**src/rtl/video2ram.sv**
```systemverilog
// video2ram: counts source pixels/lines, writes the active window into the circular line buffer and primes the reader.
module video2ram #(
    parameter int BUFFER_LINE_LENGTH = 640,
    parameter int RAM_NUMWORDS       = 20480,
    parameter int RAM_ADDRESS_BITS   = 15,
    parameter int H_CAPTURE_START    = 0,
    parameter int V_CAPTURE_START    = 0,
    parameter int ACTIVE_LINES       = 480,
    parameter int TRIGGER_LINE       = 8
) (
    input  logic                        clock,
    input  logic                        reset,
    input  logic [23:0]                 in_data,
    input  logic                        in_valid,
    input  logic                        in_hsync,
    input  logic                        in_vsync,
    input  logic                        line_doubler,
    input  logic                        resync,
    output logic [RAM_ADDRESS_BITS-1:0] wraddr,
    output logic [23:0]                 wrdata,
    output logic                        wren,
    output logic                        starttrigger,
    output logic                        capturing
);
    localparam int AW = RAM_ADDRESS_BITS;
    localparam logic [11:0] H_LO       = 12'(H_CAPTURE_START);
    localparam logic [11:0] H_LEN      = 12'(BUFFER_LINE_LENGTH);
    localparam logic [11:0] V_LO       = 12'(V_CAPTURE_START);
    localparam logic [11:0] TRIG       = 12'(TRIGGER_LINE);
    localparam logic [11:0] LINES_FULL = 12'(ACTIVE_LINES);
    localparam logic [11:0] LINES_HALF = 12'(ACTIVE_LINES / 2);
    localparam logic [AW:0] LINE_STEP  = (AW+1)'(BUFFER_LINE_LENGTH);
    localparam logic [AW:0] NUM_WORDS  = (AW+1)'(RAM_NUMWORDS);

    typedef enum logic [1:0] {IDLE, ACTIVE, DONE} state_t;

    state_t          state_q, state_d;
    logic            hsync_q, vsync_q;
    logic [11:0]     x_q, x_d, y_q, y_d;
    logic [11:0]     lines_done_q, lines_done_d, lines_max_q, lines_max_d;
    logic [AW-1:0]   line_base_q, line_base_d;
    logic            triggered_q, triggered_d;
    logic            wren_q, wren_d, starttrigger_q, starttrigger_d, capturing_q, capturing_d;
    logic [AW-1:0]   wraddr_q, wraddr_d;
    logic [23:0]     wrdata_q, wrdata_d;
    logic            hs_fall, vs_fall, in_win;
    logic [11:0]     x_cur, y_cur, x_off, lines_inc;
    logic [AW:0]     base_sum;

    // y >= V_LO written so that it stays a real comparison when V_LO is zero
    function automatic logic y_in_window(input logic [11:0] y);
        return ({1'b0, y} + 13'd1) > {1'b0, V_LO};
    endfunction

    always_comb begin
        hs_fall        = hsync_q & ~in_hsync;
        vs_fall        = vsync_q & ~in_vsync;
        x_cur          = hs_fall ? 12'd0 : x_q;
        y_cur          = vs_fall ? 12'd0 : (hs_fall && y_q != 12'hfff) ? y_q + 12'd1 : y_q;
        x_d            = (in_valid && x_cur != 12'hfff) ? x_cur + 12'd1 : x_cur;
        y_d            = y_cur;
        x_off          = x_cur - H_LO;
        lines_inc      = lines_done_q + 12'd1;
        base_sum       = {1'b0, line_base_q} + LINE_STEP;
        state_d        = state_q;
        line_base_d    = line_base_q;
        lines_done_d   = lines_done_q;
        lines_max_d    = lines_max_q;
        triggered_d    = triggered_q;
        starttrigger_d = 1'b0;
        if (vs_fall) begin
            state_d      = ACTIVE;
            line_base_d  = '0;
            lines_done_d = '0;
            triggered_d  = 1'b0;
            lines_max_d  = line_doubler ? LINES_HALF : LINES_FULL;
        end else if (state_q == ACTIVE && hs_fall && y_in_window(y_q)) begin
            line_base_d  = (base_sum >= NUM_WORDS) ? '0 : base_sum[AW-1:0];
            lines_done_d = lines_inc;
            if (lines_inc == TRIG && !triggered_q) begin
                starttrigger_d = 1'b1;
                triggered_d    = 1'b1;
            end
            if (lines_inc == lines_max_q) state_d = DONE;
        end
        if (resync) begin
            state_d        = IDLE;
            line_base_d    = '0;
            triggered_d    = 1'b0;
            starttrigger_d = 1'b0;
        end
        // x_off wraps to a large value left of the window, so one compare covers both bounds
        in_win      = in_valid && state_d == ACTIVE && x_off < H_LEN && y_in_window(y_cur);
        wren_d      = in_win;
        wraddr_d    = in_win ? line_base_d + AW'(x_off) : wraddr_q;
        wrdata_d    = in_win ? in_data : wrdata_q;
        capturing_d = state_d == ACTIVE;
    end

    always_ff @(posedge clock) begin
        hsync_q <= in_hsync;
        vsync_q <= in_vsync;
        if (!reset) begin
            state_q        <= IDLE;
            x_q            <= '0;
            y_q            <= '0;
            lines_done_q   <= '0;
            lines_max_q    <= '0;
            line_base_q    <= '0;
            triggered_q    <= 1'b0;
            wren_q         <= 1'b0;
            starttrigger_q <= 1'b0;
            capturing_q    <= 1'b0;
            wraddr_q       <= '0;
            wrdata_q       <= '0;
        end else begin
            state_q        <= state_d;
            x_q            <= x_d;
            y_q            <= y_d;
            lines_done_q   <= lines_done_d;
            lines_max_q    <= lines_max_d;
            line_base_q    <= line_base_d;
            triggered_q    <= triggered_d;
            wren_q         <= wren_d;
            starttrigger_q <= starttrigger_d;
            capturing_q    <= capturing_d;
            wraddr_q       <= wraddr_d;
            wrdata_q       <= wrdata_d;
        end
    end

    assign wraddr       = wraddr_q;
    assign wrdata       = wrdata_q;
    assign wren         = wren_q;
    assign starttrigger = starttrigger_q;
    assign capturing    = capturing_q;
endmodule

```
**config.mk**
```make
export PLATFORM = sky130hd
export DESIGN_NAME = video2ram
export DESIGN_NICKNAME = d
export VERILOG_FILES = /design/src/rtl/video2ram.sv
export SDC_FILE = /design/constraint.sdc
export NUM_CORES = 1
export LEC_CHECK = 0
export CORE_ASPECT_RATIO = 1.2
export CORE_UTILIZATION = 55
export DETAILED_ROUTE_END_ITERATION = 8
export GPL_TIMING_DRIVEN = 0
export PLACE_DENSITY_LB_ADDON = 0.08
export SLEW_MARGIN = 10
export SYNTH_ARGS = -nofsm -noshare
export SYNTH_HDL_FRONTEND = slang
export SYNTH_SLANG_ARGS = --single-unit
export TNS_END_PERCENT = 30
```
**constraint.sdc**
```tcl
create_clock -name clock -period 5.2 [get_ports clock]
set_input_delay 0.52 -clock clock [delete_from_list [all_inputs] [get_ports clock]]
set_output_delay 0.52 -clock clock [all_outputs]
set_load 0.03 [all_outputs]
```
**Yosys cells after proc, flatten, opt, wreduce, memory -nomap -nowiden**

Cells that the tools add are included.

- Register bits after elaboration: 110
- Input port bits: 31
- Output and inout bits: 42
- Word-level logic and storage cells: 64

- $add $sub $neg: 7
- $lt $le $gt $ge: 4
- Equal/unequal tests: 6
- Muxes and demuxes: 14
- Bitwise gates (word level): 6
- Reduce and logical (&&, ||, !) cells: 13

Operators with widths:

| operator | number |
|---|---|
| $mux W15 | 4 |
| $mux W12 | 4 |
| $add A12 B1 Y12 const B | 3 |
| $add A12 B1 Y13 const B | 2 |
| $gt A13 B1 Y1 const B | 2 |
| $ne A12 B12 Y1 const B | 2 |
| $add A15 B10 Y16 const B | 1 |
| $ge A16 B15 Y1 const B | 1 |
| $add A15 B12 Y15 | 1 |
| $eq A12 B12 Y1 | 1 |
| $eq A12 B4 Y1 const B | 1 |
| $lt A12 B10 Y1 const B | 1 |
| $mux W9 | 1 |
| $logic_and A1 B1 Y1 | 8 |
| $mux W2 | 4 |
| $eq A2 B1 Y1 const B | 2 |
| $not A1 Y1 | 4 |
| $reduce_or A4 Y1 | 1 |
| $reduce_or A3 Y1 | 1 |
| $and A1 B1 Y1 | 2 |
| $reduce_and A2 Y1 | 1 |
| $reduce_or A2 Y1 | 1 |
| $logic_not A1 Y1 | 1 |
| $mux W1 | 1 |

**Depth between registers and ports, before layout**

- Depth in word-level cells: 11
- Depth in mapped cells: 20
- Depth with buffers taken out: 19

**Worst setup path before layout**

OpenSTA, ideal clock, no wires.

- Path kind: reg-to-reg
- Start: reg y_q[0]
- End: reg wraddr_q[13] (netlist: wraddr[13])
- Library setup time: 115 ps
- Arrival time: 3844 ps
- Data required time: 5085 ps
- Setup slack: 1240 ps
- Cell stages (with the launch flop): 20
- Path buffers: 1
- Period minus slack after synthesis: 3960 ps
- Cells stage by stage: dfxtp_1 ha_1 nand2_1 o21ai_0 nand4_1 a221oi_4 nand2b_1 o21a_1 clkbuf_1 and2_1 ha_1 a21oi_1 nor2b_1 a311oi_1 a2111oi_0 o32ai_1 a21oi_1 o211ai_1 xnor2_1 a31o_1

- Elaborated cells on any way between the ends: 21
- Classes of those cells: 4 x add/sub; 2 x order compare; 2 x eq/ne; 8 x mux; 5 x reduce/logical

RTL lines:

| item | RTL line | RTL |
|---|---|---|
| start: declaration | 39 | `logic [11:0] x_q, x_d, y_q, y_d;` |
| start signal: assignment | 119 | `y_q <= y_d;` |
| $add A12 B1 Y13 | 52 | `return ({1'b0, y} + 13'd1) > {1'b0, V_LO};` |
| $gt A13 B1 Y1 | 52 |  |
| $logic_and A1 B1 Y1 | 77 | `end else if (state_q == ACTIVE && hs_fall && y_in_window(y_q)) begin` |
| $mux W15 | 77 |  |
| $mux W15 | 71 | `if (vs_fall) begin` |
| $mux W15 | 86 | `if (resync) begin` |
| via line_base_d[1] | 41 | `logic [AW-1:0] line_base_q, line_base_d;` |
| $add A15 B12 Y15 | 95 | `wraddr_d = in_win ? line_base_d + AW'(x_off) : wraddr_q;` |
| end signal: assignment | 127 | `wraddr_q <= wraddr_d;` |
| end: declaration | 44 | `logic [AW-1:0] wraddr_q, wraddr_d;` |

The timed path passes the listed nets, and every way through them passes these cells.
A chain may end at the register's enable or synchronous reset.

**Worst setup path in the final report**

- Start: in in_hsync
- End: reg wraddr_q[13] (netlist: wraddr[13])

- Elaborated cells on any way between the ends: 22
- Classes of those cells: 2 x add/sub; 2 x order compare; 1 x eq/ne; 9 x mux; 2 x bitwise; 6 x reduce/logical

RTL lines:

| item | RTL line | RTL |
|---|---|---|
| start: declaration | 15 | `input logic in_hsync,` |
| $not A1 Y1 | 56 | `hs_fall = hsync_q & ~in_hsync;` |
| $and A1 B1 Y1 | 56 |  |
| $logic_and A1 B1 Y1 (2 in series) | 77 |  |
| $mux W15 | 77 |  |
| $mux W15 | 71 |  |
| $mux W15 | 86 |  |
| via line_base_d[1] | 41 |  |
| $add A15 B12 Y15 | 95 |  |

The timed path passes the listed nets, and every way through them passes these cells.

==> summary.txt <==
Outcome
  – Status: completed

Critical path
  – Required time worst endpoint: 5.47 ns
  – WS Path Type: in -> reg
  – Worst Setup EP: wraddr[13]
  – R2r endpoint: wraddr[13]
  – CP startpoint: in_hsync
  – Crit end category: flop
  – Slack of the worst reg-to-reg path: approximately 0.60 ns
  – Worst R2R Path Depth: 19
  – Crit path DAT: 4.96 ns
  – Worst reg2reg startpoint: y_q[0]
  – Crit path launch type: input pin
  – Critical-path maximum fanout: 10

CTS
  – H-tree depth: 3
  – CTS tree: yes
  – Sink Count: around 100
  – Clk buf depth: 2
  – Clock slew at reported path FFs: 0.10 ns
  – Clk Latency, worst-skew pair: 0.37 ns
  – Clk root buf: clkbuf_8
  – Clock buffer count from CTS: 9
  – Hold-fix buffers, CTS: 0

Logic synthesis
  – Yosys warns: 0
  – Register area share after synthesis: between 30% and 40%
  – Flops & latches, synth: just over 100
  – Post-Syn Instances: 601
  – Async set or reset register ratio after synthesis: 0%
  – Mapped cell area: a little over 5000 um2
  – Synthesized area per cell: roughly 8.6 um2
  – Primary FF master, synth: dfxtp_1
  – Post-synth EDFFs: 0
  – Synth unique cells: 68
  – Syn nets: ~650

STA
  – Max-slew headroom: 51.81%
  – Final setup fails: 0
  – Worst-margin pin slew: between 0.7 and 0.8 ns
  – Hold Vio Cnt, Final: 0
  – Setup_tns: 0 ns
  – Max Fclk: 213.4 MHz
  – RSZ-0062 raised after global routing: false
  – Shortest period the worst path allows: 4.685 ns
  – Worst hold slack: between 0.4 and 0.5 ns
  – Final Cycle Share: between 90% and 100%
  – Worst Skew: around 0.014 ns
  – Slew Viols, Final: 0

Placement
  – HPWL after DPL: 9.127 mm
  – Cell Area, Placed: between 6000 and 7000 um2
  – Placed cell count: 793
  – Port bufs: 72
  – Routability cong.: 0.8669

Detailed routing
  – Vias/cell: ~5.4
  – Routed Antenna Nets: 0
  – 1st-pass router iterations: 5
  – DRC: 0
  – Total Wirelength: 12.14 mm
  – Per-cell routed wire length: approximately 15 um
  – DR iter-0 viols: 200
  – Via count: 4399

Floorplanning
  – Die ar.: 9833 um2
  – Initial Utilization: 57.16%
  – Core footprint: 9081 um2
  – I/O Pins: 73
  – Die Y: around 110 um
  – Std-Cell Rows: 38
  – Chip width: roughly 91 um

GRT
  – GRT overflow: 0
  – Global-route wire length before repair: between 15 and 20 mm
  – Initial antenna violation count: 0
  – Vias in the first global route: 4360
  – Pin count of the biggest net entering global routing: 19
  – Gr usage total: about a quarter

Power and ir drop
  – P_sw: 363.0 uW
  – Pleak: 0.002398 uW
  – Pwr Density: 224.7 nW/um2
  – Net Sw Frac: 25.73%
  – Logic pwr share: between 8 and 9%
  – Power share of the sequential group: 56.0%
  – Clock power frac: 35.6%
  – P_int: 1048 uW
  – VDD IR max: roughly 0.00018 V

Finish
  – Fin util: 69.12%
  – Final non-filler cell total: 810
  – Ant diodes: 0
  – Fillers: between 700 and 800
  – Layout cells sized above 1: 7.246%
  – Nets: 733
  – Finished Cell Area: 6277 um2
  – Reg area: 2022 um2
  – Area of the multi-input gates: 2993 um2
  – Area Growth Syn to Fin: 20.92%

Job
  – Max Cap Viol: 0

Worst hold path
  – Hold Path Class: reg -> reg
## through the flow
stage               setup slack [ns]  total power (uW)
floorplan                      1.240             870.4
global placement             0.09521             923.4
detailed placement           0.05122             926.0
CTS                           0.2757              1426
global route                  0.1060              1471
finish                        0.5149              1411
## worst min-delay path by stage
stage,from,to,slack (ns),depth (start not counted)
2_1_floorplan,line_base_q[0],line_base_q[0],0.44,1
3_3_place_gp,wraddr[11],wraddr[11],0.44,2
3_5_place_dp,wraddr[11],wraddr[11],0.45,2
4_1_cts,wraddr[11],wraddr[11],0.46,2
5_1_grt,line_base_q[4],line_base_q[4],0.50,1
6_report,wraddr[11],wraddr[11],0.46,2
## layout make-up
class | count | area share (%)
Inverter | 10 | 0.5980
Clock inverter | 5 | 0.7973
Buffer | 28 | 2.312
Tap cell | 120 | 2.392
Clock buffer | 11 | 2.412
Multi-Input combinational cell | 462 | 47.68
Sequential cell | 101 | 32.21
Timing Repair Buffer | 73 | 11.60
## placed cells by master (no fill, tap or decap), types with 3 or more instances in the layout
master / synthesis / routed
a211oi_1: 4 / 4
a21o_1: 4 / 4
a21oi_1: 27 / 27
and2_1: 29 / 29
and3_1: 16 / 16
buf_2: 5 / 5
buf_4: 5 / 6
clkbuf_1: 16 / 16
clkbuf_8: 0 / 11
clkdlybuf4s50_1: 0 / 72
dfxtp_1: 101 / 101
ha_1: 16 / 16
inv_1: 9 / 9
inv_8: 0 / 3
mux2i_1: 36 / 36
nand2_1: 50 / 50
nand2b_1: 6 / 6
nand3_1: 19 / 19
nand4_1: 11 / 11
nor2_1: 100 / 100
nor2b_1: 5 / 5
nor3_1: 12 / 12
nor4_1: 4 / 4
o21ai_0: 12 / 12
or2_2: 4 / 4
or3_1: 5 / 5
xnor2_1: 28 / 28
xor2_1: 26 / 26
## registers in the layout (all words and copies together) (netlist names)
signal,count
capturing,1
hsync_q,1
line_base_q,15
lines_done_q,12
lines_max_q,3
starttrigger,1
state_q,2
triggered_q,1
vsync_q,1
wraddr,15
wrdata,24
wren,1
x_q,12
y_q,12
## synth_stat cells, types with 6 or more instances
library cell,instances,share of area (%)
nand2_1,50,3.6
xnor2_1,28,4.7
a21oi_1,27,2.6
dfxtp_1,101,39
o21ai_0,12,1.2
nand3_1,19,1.8
mux2i_1,36,6.9
nor2_1,100,7.2
nand2b_1,6,0.72
nand4_1,11,1.3
xor2_1,26,4.4
and2_1,29,3.5
and3_1,16,1.9
inv_1,9,0.65
ha_1,16,3.9
nor3_1,12,1.2
clkbuf_1,16,1.2
## logic make-up after synthesis
group                    Yosys count  synth area share (%)
adder cells (fa/ha/maj)           17                 4.242
XOR/XNOR                          54                 9.111
AO/OA/AOI/OAI                     76                 10.03
multiplexers                      37                 7.158
AND/OR/NAND/NOR                  278                 26.99
flip-flops                       101                 38.95
buffers and inverters             38                 3.519
## power by group through the flow
stage	clock network (uW)	logic [uW]	registers [uW]
after floorplan	0	49.9	821
after global placement	0	115	808
after detailed placement	0	117	809
after CTS	517	118	791
after global routing	552	126	792
final	503	117	791
## critical path, cell delays in order
cell             delay (ns)
clkdlybuf4s50_1        0.42
nand2b_1               0.26
nor3b_1                0.65
nand2b_1               0.28
o21a_1                 0.26
clkbuf_1               0.20
and2_1                 0.24
ha_1                   0.29
a21oi_1                0.07
nor2b_1                0.20
a311oi_2               0.19
a2111oi_0              0.59
o32ai_1                0.17
a21oi_1                0.14
o211ai_1               0.11
xnor2_1                0.15
a31o_1                 0.20
## per-layer routing
layer / GRT usage [%] / vias up / routed length, um
met5: 0 / - / 0
met4: 11.41 / 0 / 350
met3: 3.586 / 23 / 376
met2: 45.89 / 95 / 6101
met1: 29.82 / 2047 / 5307
li1: - / 2234 / -
## repair_timing
| item | CTS | global route |
|---|---|---|
| endpoints found under the setup margin | 0 | 2 |
| buffers inserted | 0 | 1 |
| resized for setup | 0 | 1 |
Power figures use the tool's default switching activity.
